<file path="config.mk">
export PLATFORM = sky130hd
export DESIGN_NAME = tcam_ctrl
export DESIGN_NICKNAME = d
export VERILOG_FILES = /design/src/rtl/tcam_pkg.sv /design/src/rtl/tcam_rr_arb2.sv /design/src/rtl/tcam_ctrl.sv
export SDC_FILE = /design/constraint.sdc
export NUM_CORES = 1
export LEC_CHECK = 0
export BUFFER_PORTS_ARGS = -buffer_cell sky130_fd_sc_hd__buf_2
export CAP_MARGIN = 20
export CELL_PAD_IN_SITES_DETAIL_PLACEMENT = 1
export CELL_PAD_IN_SITES_GLOBAL_PLACEMENT = 2
export CORE_ASPECT_RATIO = 1.75
export CORE_MARGIN = 2
export CORE_UTILIZATION = 23
export DETAILED_ROUTE_END_ITERATION = 8
export PLACE_DENSITY_LB_ADDON = 0.08
export RECOVER_POWER = 50
export REMOVE_ABC_BUFFERS = 1
export SLEW_MARGIN = 20
export SYNTH_ARGS = -nofsm -noshare
export SYNTH_HDL_FRONTEND = slang
export SYNTH_SLANG_ARGS = --single-unit
export TNS_END_PERCENT = 5
</file>
<file path="constraint.sdc">
create_clock -name in_clk -period 4.5 [get_ports in_clk]
set_clock_uncertainty 0.05 [all_clocks]
set_input_delay 0.9 -clock in_clk [delete_from_list [all_inputs] [get_ports in_clk]]
set_output_delay 0.9 -clock in_clk [all_outputs]
set_load 0.01 [all_outputs]
</file>
<file path="src/rtl/tcam_pkg.sv">
// Shared types and widths for the TCAM controller and its arbiter.
// Latency: n/a (types and constants only).
// Backpressure: n/a.
package tcam_pkg;

  localparam int TCAM_ADDR_W = 28;
  localparam int TCAM_DATA_W = 32;
  localparam int TCAM_MASK_W = 4;
  localparam int TCAM_PMA_W  = 6;

  typedef enum logic [2:0] {
    IDLE   = 3'd0,
    WRITE  = 3'd1,
    SEARCH = 3'd2,
    WAIT   = 3'd3,
    RESP   = 3'd4
  } tcam_ctrl_state_t;

  // Everything the controller presents to the TCAM macro in one cycle.
  typedef struct packed {
    logic                   csb;
    logic                   web;
    logic [TCAM_MASK_W-1:0] wmask;
    logic [TCAM_ADDR_W-1:0] addr;
    logic [TCAM_DATA_W-1:0] wdata;
  } tcam_drv_t;

  // Deselected macro: chip select and write enable inactive, buses parked at zero.
  localparam tcam_drv_t TCAM_DRV_IDLE = '{
    csb:   1'b1,
    web:   1'b1,
    wmask: '0,
    addr:  '0,
    wdata: '0
  };

endpackage

</file>
<file path="src/rtl/tcam_rr_arb2.sv">
// Two-way round-robin arbiter: bit 0 = write channel, bit 1 = search channel.
// Latency: grant is combinational from req; the pointer updates on the advance edge.
// Backpressure: none internally; the caller qualifies grant with its own idle condition.
//
// Ports:
//   in_clk, in_rstb : clock and synchronous active-low reset (pointer -> write favoured)
//   req[1:0]        : per-channel request (the channel valids)
//   advance         : a grant was taken this cycle; the pointer moves away from the winner
//   grant[1:0]      : a channel is granted unless the other one also requests and holds
//                     priority, so an idle channel still sees grant (ready before valid)
module tcam_rr_arb2 (
  input  logic       in_clk,
  input  logic       in_rstb,
  input  logic [1:0] req,
  input  logic       advance,
  output logic [1:0] grant
);

  logic r_ptr;       // 0: write favoured on contention, 1: search favoured
  logic w_wr_taken;

  always_comb begin
    grant[0] = ~req[1] | (req[0] & ~r_ptr);
    grant[1] = ~req[0] | (req[1] &  r_ptr);
  end

  assign w_wr_taken = req[0] & grant[0];

  // After a write win the search side is favoured next, and vice versa.
  always_ff @(posedge in_clk) begin
    if (!in_rstb) begin
      r_ptr <= 1'b0;
    end else if (advance) begin
      r_ptr <= w_wr_taken;
    end
  end

endmodule

</file>
<file path="src/rtl/tcam_ctrl.sv">
// TCAM controller: arbitrates write and search requests onto one TCAM port, returns search PMA.
// Latency: fire -> TCAM drive 1 cycle; search fire -> out_rsp_valid RD_LATENCY+2 cycles.
// Backpressure: both request readies drop while busy; the response is held until in_rsp_ready.
//
// Ports:
//   in_clk, in_rstb                       : clock, synchronous active-low reset
//   in_wr_valid/out_wr_ready + payload    : write request (addr, wdata, wmask)
//   in_srch_valid/out_srch_ready + key    : search request
//   out_rsp_valid/in_rsp_ready/out_rsp_pma: search response
//   out_tcam_*                            : registered TCAM drive port
//   in_tcam_pma                           : TCAM priority-match address, valid RD_LATENCY
//                                           cycles after the search-issue edge
//   out_busy                              : controller not in IDLE
module tcam_ctrl
  import tcam_pkg::*;
#(
  parameter int RD_LATENCY = 1
) (
  input  logic                   in_clk,
  input  logic                   in_rstb,
  input  logic                   in_wr_valid,
  output logic                   out_wr_ready,
  input  logic [TCAM_ADDR_W-1:0] in_wr_addr,
  input  logic [TCAM_DATA_W-1:0] in_wr_wdata,
  input  logic [TCAM_MASK_W-1:0] in_wr_wmask,
  input  logic                   in_srch_valid,
  output logic                   out_srch_ready,
  input  logic [TCAM_ADDR_W-1:0] in_srch_key,
  output logic                   out_rsp_valid,
  input  logic                   in_rsp_ready,
  output logic [TCAM_PMA_W-1:0]  out_rsp_pma,
  output logic                   out_tcam_csb,
  output logic                   out_tcam_web,
  output logic [TCAM_MASK_W-1:0] out_tcam_wmask,
  output logic [TCAM_ADDR_W-1:0] out_tcam_addr,
  output logic [TCAM_DATA_W-1:0] out_tcam_wdata,
  input  logic [TCAM_PMA_W-1:0]  in_tcam_pma,
  output logic                   out_busy
);

  // The WAIT counter holds RD_LATENCY-1 on entry and RESP follows when it reaches zero.
  localparam logic [1:0] WAIT_LOAD = 2'(RD_LATENCY - 1);

  tcam_ctrl_state_t r_state;
  tcam_ctrl_state_t w_state_nxt;
  logic [1:0]       r_wait_cnt;
  tcam_drv_t        r_drv;
  tcam_drv_t        w_drv_nxt;
  logic [TCAM_PMA_W-1:0] r_rsp_pma;

  logic       w_idle;
  logic [1:0] w_grant;
  logic       w_wr_fire;
  logic       w_srch_fire;
  logic       w_wait_last;

  tcam_rr_arb2 u_arb (
    .in_clk  (in_clk),
    .in_rstb (in_rstb),
    .req     ({in_srch_valid, in_wr_valid}),
    .advance (w_wr_fire | w_srch_fire),
    .grant   (w_grant)
  );

  assign w_wr_fire   = in_wr_valid   & out_wr_ready;
  assign w_srch_fire = in_srch_valid & out_srch_ready;
  assign w_wait_last = (r_state == WAIT) && (r_wait_cnt == 2'd0);

  // ---------------- state register ----------------
  always_ff @(posedge in_clk) begin
    if (!in_rstb) begin
      r_state <= IDLE;
    end else begin
      r_state <= w_state_nxt;
    end
  end

  // ---------------- next-state logic ----------------
  always_comb begin
    w_state_nxt = r_state;
    case (r_state)
      IDLE: begin
        if (w_wr_fire) begin
          w_state_nxt = WRITE;
        end else if (w_srch_fire) begin
          w_state_nxt = SEARCH;
        end
      end
      WRITE:   w_state_nxt = IDLE;
      SEARCH:  w_state_nxt = WAIT;
      WAIT: begin
        if (w_wait_last) begin
          w_state_nxt = RESP;
        end
      end
      RESP: begin
        if (in_rsp_ready) begin
          w_state_nxt = IDLE;
        end
      end
      default: w_state_nxt = IDLE;
    endcase
  end

  // ---------------- output logic ----------------
  // Readies are gated by reset directly so they are low for the whole reset window,
  // not just from the first reset edge onward.
  always_comb begin
    w_idle         = (r_state == IDLE);
    out_wr_ready   = in_rstb & w_idle & w_grant[0];
    out_srch_ready = in_rstb & w_idle & w_grant[1];
    out_rsp_valid  = (r_state == RESP);
    out_busy       = ~w_idle;
  end

  // The drive register is loaded from the next state, so the one-cycle WRITE/SEARCH
  // strobe lines up with the state and the payload is captured on the fire edge.
  always_comb begin
    w_drv_nxt = TCAM_DRV_IDLE;
    if (w_state_nxt == WRITE) begin
      w_drv_nxt.csb   = 1'b0;
      w_drv_nxt.web   = 1'b0;
      w_drv_nxt.wmask = in_wr_wmask;
      w_drv_nxt.addr  = in_wr_addr;
      w_drv_nxt.wdata = in_wr_wdata;
    end else if (w_state_nxt == SEARCH) begin
      w_drv_nxt.csb   = 1'b0;
      w_drv_nxt.web   = 1'b1;
      w_drv_nxt.addr  = in_srch_key;
    end
  end

  always_ff @(posedge in_clk) begin
    if (!in_rstb) begin
      r_drv <= TCAM_DRV_IDLE;
    end else begin
      r_drv <= w_drv_nxt;
    end
  end

  // ---------------- wait counter ----------------
  always_ff @(posedge in_clk) begin
    if (!in_rstb) begin
      r_wait_cnt <= 2'd0;
    end else if (r_state == SEARCH) begin
      r_wait_cnt <= WAIT_LOAD;
    end else if ((r_state == WAIT) && (r_wait_cnt != 2'd0)) begin
      r_wait_cnt <= r_wait_cnt - 2'd1;
    end
  end

  // ---------------- response capture ----------------
  // Sampled only on the last WAIT cycle; held unchanged through RESP backpressure.
  always_ff @(posedge in_clk) begin
    if (!in_rstb) begin
      r_rsp_pma <= '0;
    end else if (w_wait_last) begin
      r_rsp_pma <= in_tcam_pma;
    end
  end

  assign out_rsp_pma    = r_rsp_pma;
  assign out_tcam_csb   = r_drv.csb;
  assign out_tcam_web   = r_drv.web;
  assign out_tcam_wmask = r_drv.wmask;
  assign out_tcam_addr  = r_drv.addr;
  assign out_tcam_wdata = r_drv.wdata;

endmodule

</file>
* After elaboration in Yosys (flattened, before gate mapping)
Cells that the tools add are included.
** Operators by class
- Add/sub/neg operators :: 1
- Multiply operators :: 0
- Divide/modulo/power cells :: 0
- Magnitude comparators :: 0
- Equal/unequal tests :: 5
- Shift-type cells :: 0
- Mux-type cells :: 9
- Bitwise operators :: 16
- Reductions and logical operators :: 7
** Operators by type and width (count)
- $mux 28 :: 2
- $mux 3 :: 4
- $pmux 3 s4 :: 1
- $eq 3x2->1 const B :: 3
- $and 1x1->1 :: 8
- $not 1->1 :: 5
- $mux 2 :: 2
- $eq 3x1->1 const B :: 1
- $eq 3x3->1 const B :: 1
- $logic_not 3->1 :: 1
- $or 1x1->1 :: 3
- $logic_and 1x1->1 :: 2
- $logic_not 2->1 :: 1
- $reduce_and 2->1 :: 1
- $reduce_bool 2->1 :: 1
- $reduce_or 2->1 :: 1
- $sub 2x1->2 const B :: 1
** Word-level totals
- Flip-flop bits (word level) :: 78
- Bits in latches :: 0
- Memory bits (writable) :: 0
- ROM bits :: 0
- Input port bits :: 103
- Output and inout port bits :: 76
- Word-level logic and storage cells :: 47
- Memories :: 0

* Longest topological paths before layout
- Word-level depth :: 10
- Gate-level depth with buffers :: 6
- Depth with buffers taken out :: 5

* Modules after synthesis
From an unflattened synthesis, not the netlist that was laid out.
** Unflattened totals
- Cell total of the unflattened synthesis :: 209
- Area, all modules :: 2469.9 um2
** By module, submodules not included
- tcam_ctrl :: instances 1, cells each 202, area an instance 2404.8 um2, sequential area each 1541.5 um2
- tcam_rr_arb2 :: instances 1, cells each 7, area an instance 65.1 um2, sequential area each 20.0 um2

* Worst setup path after synthesis
No wires, ideal clock.
- Path type :: input-to-output
- Start :: input port in_rstb
- End :: output port out_wr_ready
- Arrival :: 1.865 ns
- Data required time :: 3.550 ns
- Path slack :: 1.685 ns
- Cell stages on the path :: 4
- Path buffers :: 2
- Cells stage by stage :: or4b_1 > clkbuf_1 > clkbuf_1 > a21oi_1
** Between the ends
- Word-level cells in the longest chain between the ends :: 2
** RTL lines
- start, declared :: RTL line tcam_ctrl.sv:20 : input logic in_rstb,
- $and 1x1->1 (2 in a row) :: RTL line tcam_ctrl.sv:110 : out_wr_ready = in_rstb & w_idle & w_grant[0];
- end, declared :: RTL line tcam_ctrl.sv:22 : output logic out_wr_ready,
No other way between the ends.

* Worst setup path in the final report
- Start :: input port in_srch_valid
- End :: output port out_srch_ready
** Between the ends
- Word-level cells in the longest chain between the ends :: 3
** RTL lines
- start, declared :: RTL line tcam_ctrl.sv:26 : input logic in_srch_valid,
- $and 1x1->1 :: RTL line tcam_rr_arb2.sv:24 : grant[1] = ~req[0] | (req[1] & r_ptr);
- $or 1x1->1 :: RTL line tcam_rr_arb2.sv:24
- $and 1x1->1 :: RTL line tcam_ctrl.sv:111 : out_srch_ready = in_rstb & w_idle & w_grant[1];
- end, declared :: RTL line tcam_ctrl.sv:27 : output logic out_srch_ready,
No other way between the ends.

==> results by group <==
Clock tree
  – Post-CTS setup buffers: 0
  – CTS buffer count: 9
  – TritonCTS clock tree: yes
  – Post-CTS sizing: 0
  – Worst-path clk slew: 60 ps
  – Hold_buf cts: 0
  – H-Tree Depth: 3
  – Clk_lat worst skew: 330 ps
  – CTS Sinks: 78
  – Max Root-Sink Buffers: 2
  – Clock Tree Root: clkbuf_16

Placement
  – PortBufs: 178
  – DP HPWL: 6060 um
  – GP Congestion: 0.713

Run
  – # Max-Cap Violations: 1

Global routing
  – Vias in the first global route: 2418
  – First-pass GRT wire length: 12300 um
  – Initial antenna violation count: 0
  – Largest net degree at the start of global routing: 38
  – Total gr overflow: 0
  – All-Layer GR Usage: 13.2%

Worst hold path
  – Hold Path Class: flip-flop to flip-flop

Drt
  – Post-route ant nets: 0
  – Drt first pass iters: 4
  – Vias per cell: 4.33
  – Drt total wl: 8080 um
  – Drt wl/cell: 14.6 um
  – # DRC: 0
  – Starting DRT DRC Count: 61
  – Via count: 2390

Setup path
  – Worst R2R Setup Slack: 2370 ps
  – Data required time of the worst path: 3550 ps
  – Kind of critical path: input pin to output pin
  – Critical R2R Launch: u_arb.r_ptr$_SDFFE_PN0P_
  – R2r endpoint: out_tcam_addr[26]$_SDFF_PN0_
  – CP Launch Type: input pin
  – Crit path from: in_srch_valid
  – CP max FO: 33
  – Crit path DAT: 2420 ps
  – CP Capture Type: output pin
  – CP Capture Point: out_srch_ready
  – R2R cell count: 4

Yosys
  – Post-synthesis compound-gate area fraction: 13.4%
  – FF+latch count, synth: 78
  – Post-synth cell types: 26
  – Synth Cell Area: 2540 um2
  – Ys Warns: 0
  – Cells after Synth: 245
  – Main combinational cell family by area after synthesis: simple AND/OR/NAND/NOR gates
  – Synth Area in XOR/XNOR: 0%
  – Mux cell area share after synthesis: 0%
  – Register area share after synthesis: 61.4%
  – Syn Area/Cell: 10.4 um2
  – Simple-gate portion of the synthesized area: 20.0%
  – Post-synthesis adder-cell area fraction: 0.492%

Die
  – Top Ports: 179
  – Die W: 83.5 um
  – Total core area: 10800 um2
  – Die ar.: 11900 um2
  – Die height: 143 um
  – Std-Cell Rows: 50
  – Initial core utilization: 23.6%

STA
  – Setup Viol. Count Final: 0
  – Fmax: 297 MHz
  – Setup TNS Final: 0 ps
  – RSZ-0062 raised after global routing: false
  – Final period util: 74.8%
  – Rel. slew slack: -1.17%
  – Hold Vio Cnt, Final: 0
  – Final min period: 3370 ps
  – Final Slew Violations: 34
  – Tightest Pin Transition: 1520 ps

Final layout
  – Fraction of layout cells with a size suffix above 1: 31.3%
  – Layout Area Growth over Synthesis: 47.3%
  – Util after Layout: 34.8%
  – Ant diodes: 0
  – Fillers: 1318
  – Layout Nets: 521
  – Commonest non-fill, non-tap cells in the layout: buf_2, dfxtp_1, clkbuf_1, and2_1, nor2_1
  – Most common cell after layout, fill and taps aside: buf_2

Power and ir drop
  – Maximum VDD drop: 0.000204 V
  – Pwr dens: 446 nW/um2
  – Leakage: 0.00161 uW

Outcome
  – Violated checks: max-capacitance violations, max-slew violations
  – Status: complete, but fails checks
## synthesized netlist by cell type
cell type,count,area [um2]
a21boi_0,1,7.51
a21boi_1,1,7.51
a21oi_1,4,20.0
a32oi_1,28,245
and2_1,36,225
buf_4,1,7.51
buf_6,3,33.8
clkbuf_1,17,63.8
dfxtp_1,78,1560
ha_1,1,12.5
inv_1,4,15.0
nand2_1,9,33.8
nand2b_1,5,31.3
nand3_1,7,35.0
nand3b_1,2,15.0
nand4b_1,1,8.76
nor2_1,30,113
nor2b_1,2,12.5
nor3b_1,1,7.51
nor4bb_1,1,10.0
o21a_1,1,7.51
o21ai_0,8,40.0
o21bai_1,1,7.51
o22ai_1,1,6.26
or3_1,1,6.26
or4b_1,1,10.0
## report_power, final
group          switching (uW)  total, uW  internal, uW
registers                15.1        746           731
clock network             297        733           435
logic                     110        193          82.9
total                     423       1670          1250
## metal layers
layer  routed length [um]  part of all wire (%)  GRT usage, %  vias up
met5                    0                     0             0        -
met4                  174                   2.2          5.60        0
met3                  843                    10          6.01       10
met2                 4060                    50          23.3      128
met1                 3010                    37          13.4     1070
li1                     -                     -             -     1182
## per-stage QoR
stage          instance area (um2)  std cells  hold slack, ps  worst slack (ps)  power (uW)
2_1_floorplan                 2440        224             386              1200         847
3_3_place_gp                  3530        536             398              1310         966
3_5_place_dp                  3530        536             404              1290         969
4_1_cts                       3830        552             414              1290        1720
5_1_grt                       3750        552             436              1020        1750
6_report                      3750        552             407              1130        1670
## worst min-delay path by stage
stage / from / end / slack (ps) / cells after the start
after floorplan: r_wait_cnt[0]$_SDFFE_PP0P_ / r_wait_cnt[0]$_SDFFE_PP0P_ / 390 / 2
final: r_wait_cnt[0]$_SDFFE_PP0P_ / r_wait_cnt[0]$_SDFFE_PP0P_ / 410 / 2
after detailed placement: r_wait_cnt[0]$_SDFFE_PP0P_ / r_wait_cnt[0]$_SDFFE_PP0P_ / 400 / 2
after CTS: r_wait_cnt[0]$_SDFFE_PP0P_ / r_wait_cnt[0]$_SDFFE_PP0P_ / 410 / 2
after global routing: r_wait_cnt[0]$_SDFFE_PP0P_ / r_wait_cnt[0]$_SDFFE_PP0P_ / 440 / 2
after global placement: r_wait_cnt[1]$_SDFFE_PP0P_ / r_wait_cnt[1]$_SDFFE_PP0P_ / 400 / 2
## worst max-delay path: stages
cell	delay (ps)
clkbuf_1	1080
a21boi_2	150
nor2_1	130
buf_2	150
## layout make-up
class / count / area [um2] / share of cell area (%)
inverters: 4 / 15.0 / 0.401
multi-input cells: 142 / 868 / 23.2
well taps: 130 / 163 / 4.34
clock buffers: 9 / 225 / 6.01
repair buffers: 182 / 833 / 22.2
clock inverters: 7 / 80.1 / 2.14
flip-flops and latches: 78 / 1560 / 41.7
## registers in the layout, indices dropped and copies added (netlist names), 2 cells and up
| signal | count |
|---|---|
| out_tcam_wdata | 32 |
| out_tcam_addr | 28 |
| out_rsp_pma | 6 |
| out_tcam_wmask | 4 |
| r_state | 3 |
| r_wait_cnt | 2 |
## cells by family (layout without fill, tap and decap cells)
family / Yosys count / count (layout)
buf+inv: 25 / 202
flops: 78 / 78
compound gates: 45 / 45
simple gates: 96 / 96
fa+ha+maj: 1 / 1
Note: power is estimated with default switching activity, not from simulation.
